--- src/rtl/pipereg_skid.sv ---
// Generic pipeline stage register with valid/ready handshake, 2-entry skid buffer,
// bubble insertion, flush and a saturating lost-slot counter.
module pipereg_skid #(
    parameter int CTRLW = 8,
    parameter int DATAW = 256,
    parameter int CNTW  = 16
) (
    input  logic             clk,
    input  logic             rst_n,
    input  logic             in_valid,
    output logic             in_ready,
    input  logic             in_nop,
    input  logic [CTRLW-1:0] in_ctrl,
    input  logic [DATAW-1:0] in_data,
    input  logic             nop,
    input  logic             flush,
    output logic             out_valid,
    input  logic             out_ready,
    output logic             out_nop,
    output logic [CTRLW-1:0] out_ctrl,
    output logic [DATAW-1:0] out_data,
    input  logic             cnt_clr,
    output logic [CNTW-1:0]  bubble_cnt
);

    localparam logic [CNTW-1:0] CNT_MAX = {CNTW{1'b1}};

    logic             m_vld;
    logic             m_nop;
    logic [CTRLW-1:0] m_ctrl;
    logic [DATAW-1:0] m_data;
    logic             s_vld;
    logic             s_nop;
    logic [CTRLW-1:0] s_ctrl;
    logic [DATAW-1:0] s_data;
    logic             ready_q;
    logic [CNTW-1:0]  cnt;

    logic             accept;
    logic             drain;
    logic             e_nop;
    logic [CTRLW-1:0] e_ctrl;

    assign accept = in_valid & ready_q;
    assign drain  = m_vld & out_ready;
    assign e_nop  = in_nop | nop;
    assign e_ctrl = e_nop ? '0 : in_ctrl;

    // Control fields are cleared at capture time, so M.ctrl is already zero whenever
    // the entry is invalid or a bubble and can drive out_ctrl directly.
    always_ff @(posedge clk) begin
        if (!rst_n) begin
            m_vld   <= 1'b0;
            m_nop   <= 1'b1;
            m_ctrl  <= '0;
            m_data  <= '0;
            s_vld   <= 1'b0;
            s_nop   <= 1'b1;
            s_ctrl  <= '0;
            s_data  <= '0;
            ready_q <= 1'b1;
        end else if (flush) begin
            m_vld   <= 1'b0;
            m_nop   <= 1'b1;
            m_ctrl  <= '0;
            s_vld   <= 1'b0;
            ready_q <= 1'b1;
        end else if (s_vld && drain) begin
            m_vld   <= 1'b1;
            m_nop   <= s_nop;
            m_ctrl  <= s_ctrl;
            m_data  <= s_data;
            s_vld   <= 1'b0;
            ready_q <= 1'b1;
        end else if (!m_vld || drain) begin
            if (accept) begin
                m_vld  <= 1'b1;
                m_nop  <= e_nop;
                m_ctrl <= e_ctrl;
                m_data <= in_data;
            end else begin
                m_vld  <= 1'b0;
                m_nop  <= 1'b1;
                m_ctrl <= '0;
            end
        end else if (accept) begin
            // Downstream stalled while M is full: park the in-flight entry in the skid slot.
            s_vld   <= 1'b1;
            s_nop   <= e_nop;
            s_ctrl  <= e_ctrl;
            s_data  <= in_data;
            ready_q <= 1'b0;
        end
    end

    // A slot is lost whenever downstream could take something but gets nothing useful.
    always_ff @(posedge clk) begin
        if (!rst_n) begin
            cnt <= '0;
        end else if (cnt_clr) begin
            cnt <= '0;
        end else if (out_ready && (!m_vld || m_nop) && cnt != CNT_MAX) begin
            cnt <= cnt + 1'b1;
        end
    end

    assign in_ready   = ready_q;
    assign out_valid  = m_vld;
    assign out_nop    = m_nop;
    assign out_ctrl   = m_ctrl;
    assign out_data   = m_data;
    assign bubble_cnt = cnt;

endmodule
--- config.mk ---
export PLATFORM = sky130hd
export DESIGN_NAME = pipereg_skid
export DESIGN_NICKNAME = d
export VERILOG_FILES = /design/src/rtl/pipereg_skid.sv
export SDC_FILE = /design/constraint.sdc
export NUM_CORES = 1
export LEC_CHECK = 0
export ABC_AREA = 1
export BUFFER_PORTS_ARGS = -buffer_cell sky130_fd_sc_hd__buf_2
export CORE_MARGIN = 10
export CORE_UTILIZATION = 47
export CTS_CLUSTER_DIAMETER = 80
export DETAILED_ROUTE_END_ITERATION = 10
export PLACE_DENSITY = 0.73
export SYNTH_ARGS = -nofsm -noshare
export SYNTH_HDL_FRONTEND = slang
export SYNTH_SLANG_ARGS = --single-unit
--- constraint.sdc ---
create_clock -name clk -period 2.6 [get_ports clk]
set_input_delay 0.52 -clock clk [delete_from_list [all_inputs] [get_ports clk]]
set_output_delay 0.52 -clock clk [all_outputs]
set_load 0.01 [all_outputs]
==> reports/metrics.csv <==
metric,value,unit
synth_compound_area_share,19.5,%
yosysSeqAreaShare,50.6,%
start_kind,register,
synth_fa_ha_area_share,0.0576,%
required,3.12,ns
finClkSkew,0.0133,ns
clock-root-buffer,clkbuf_16,
wl_per_cell,17.1,um
synthMuxAreaShare,0,%
cts.repair.resized,0,
synth_edf_count,0,
vias_per_cell,5.20,
clockBufferDepth,3,
pre_cts_slack,0.397,ns
layout_setup_ws,0.676,ns
final_cell_mix,"798 x nor2_1, 553 x buf_2, 549 x dfxtp_1, 542 x nand2_1, 497 x a21oi_1",
hold_viol,0,
leakage,11.8,nW
fillCellCount,4287,
firstDrtPassIters,5,
setup-tns-final,0,ns
p_int,14.3,mW
design.core.area,45600,um^2
syn_inst,3064,
ctsHoldBuffers,0,
cts_made_buffers,57,
synth-xor-area-share,0.0403,%
cp.arrival,2.45,ns
clock_latency,0.59,ns
setup_viol,0,
drc_errors,0,
fin_crit_sh,74.0,%
die_h,235,um
slowest_stage,dfxtp_1,
hpwl,47.4,mm
power.density,700,nW/um^2
synth.cell_area,21700,um^2
rsz0062_at_grt,no,
clk_pin_slew,0.06,ns
place_congestion,0.831,
final.min_clock_period,1.92,ns
die-area,55200,um^2
synth_cell_types,22,
hp-class,in2reg,
die_w,235,um
cts_tree,built,
cp_max_fo,52,
switching_share,24.0,%
synth.avg_cell_area,7.09,um^2
seq_power_share,46.9,%
p_sw,4.51,mW
nets,3760,
drv_cap,0,
critical_path_class,reg2reg,
grt_max_degree,205,
start_util,47.7,%
p_clk_share,44.4,%
synth_top_family_by_area,simple AND/OR/NAND/NOR gates,
power_frac_comb,8.7,%
drive_gt1_share,19.8,%
fp-row-count,78,
first_iter_violations,2335,
tightestPinTransition,0.933,ns
cp_common_cell,nor2_1,
synth.net_count,3337,
grt_pass1_wl,111,mm
io_pins,555,
grt_usage,24.2,%
ys.flop_type,dfxtp_1,
slowest_delay,0.41,ns
grt_overflow,0,
htreeDepth,2,
irDropWorstVdd,583,uV
antenna_found_initial,19,
postRouteWirelength,70.9,mm
vias,21500,
syn_to_final_growth,23.6,%
ant_nets,0,
maxSlewViolCount,0,
fmax,520,MHz
status,finished clean,
port_buffers,554,
yosysWarnings,0,
ys_seq_elements,549,
grt_pass1_vias,19700,
final_common_cell,nor2_1,
slew_headroom,37.8,%
worst_setup_path_end_kind,register,
synthArstFlopShare,0,%
clock_sinks,549,
synthSimpleGateAreaFrac,24.0,%
crit_chain,nand2_1 -> inv_2 -> nand3_4 -> inv_8 -> buf_12 -> nor2_1 -> nor2_1,
cts_setup_buffers,0,
[kinds of logic after synthesis]
group	after synthesis
xor gates and xnor gates	1
and+or+nand+nor	1373
buffers and inverters	298
adders and majority gates	1
DFF	549
AOI/OAI and AO/OA	842
[routing by layer]
layer	vias up	track usage (%)	part of all wire [%]
met1	9815	30.7	42
met3	139	6.82	8.7
li1	10700	-	-
met5	-	0	0.20
met2	801	38.9	47
met4	24	8.28	2.9
[synth_stat cells (2+ instances only)]
master / number / share of area [%]
a21oi_1: 497 / 11
a31oi_1: 7 / 0.20
buf_1: 6 / 0.10
buf_2: 75 / 1.7
buf_4: 12 / 0.41
buf_6: 3 / 0.16
clkbuf_1: 138 / 2.4
dfxtp_1: 549 / 51
inv_1: 59 / 1.0
inv_2: 5 / 0.086
nand2_1: 542 / 9.4
nand3_1: 28 / 0.65
nand4_1: 2 / 0.058
nor2_1: 798 / 14
o21ai_0: 329 / 7.6
o21ai_1: 8 / 0.18
[worst max-delay path, delay by kind of cell, from the launching register on]
| kind | cells | cell delay [ns] |
|---|---|---|
| buffers and inverters | 3 | 0.86 |
| flip-flops | 1 | 0.41 |
| AND/OR/NAND/NOR | 4 | 0.56 |
[power groups by stage]
stage	Clock [mW]	Sequential, mW	Combinational [mW]
2_1_floorplan	0	9.07	0.792
3_3_place_gp	0	9.00	1.61
3_5_place_dp	0	9.00	1.63
4_1_cts	8.49	8.82	1.64
5_1_grt	8.82	8.84	1.83
6_report	8.34	8.82	1.63
[sequential cells by signal, summed over array words and instances, names as in the netlist]
signal,cells
bubble_cnt,16
in_ready,1
out_ctrl,8
out_data,256
out_nop,1
out_valid,1
s_ctrl,8
s_data,256
s_nop,1
s_vld,1
[final cells by class]
type / instances / area, um^2 / share of cell area, %
timing repair buffer: 598 / 3420 / 12.7
clock inverter: 21 / 249 / 0.927
clock buffer: 83 / 1680 / 6.27
tap: 600 / 751 / 2.80
antenna: 5 / 12.5 / 0.0466
sequential: 549 / 11000 / 40.9
inverter: 64 / 258 / 0.960
multi-input combinational: 2217 / 9480 / 35.3
[worst paths after layout]
kind,startpoint,to,slack (ns),depth (start not counted)
worst max-delay path,out_valid,s_data[61],0.68,7
worst min-delay path,in_data[91],s_data[91],0.19,3
worst max register to register,out_valid,s_data[61],0.68,7
worst min register to register,s_data[238],s_data[238],0.45,2
[stage by stage]
step | instances | power [mW] | util [%] | hold slack, ns | cell area, um^2
finish | 4137 | 18.8 | 58.9 | 0.193 | 26900
global route | 4136 | 19.5 | 58.9 | 0.182 | 26800
CTS | 4132 | 18.9 | 58.9 | 0.159 | 26800
detailed placement | 4028 | 10.6 | 54.6 | 0.441 | 24900
global placement | 4028 | 10.6 | 54.6 | 0.434 | 24900
floorplan | 3064 | 9.86 | - | 0.424 | 21700
Note: power is estimated with default switching activity, not from simulation.
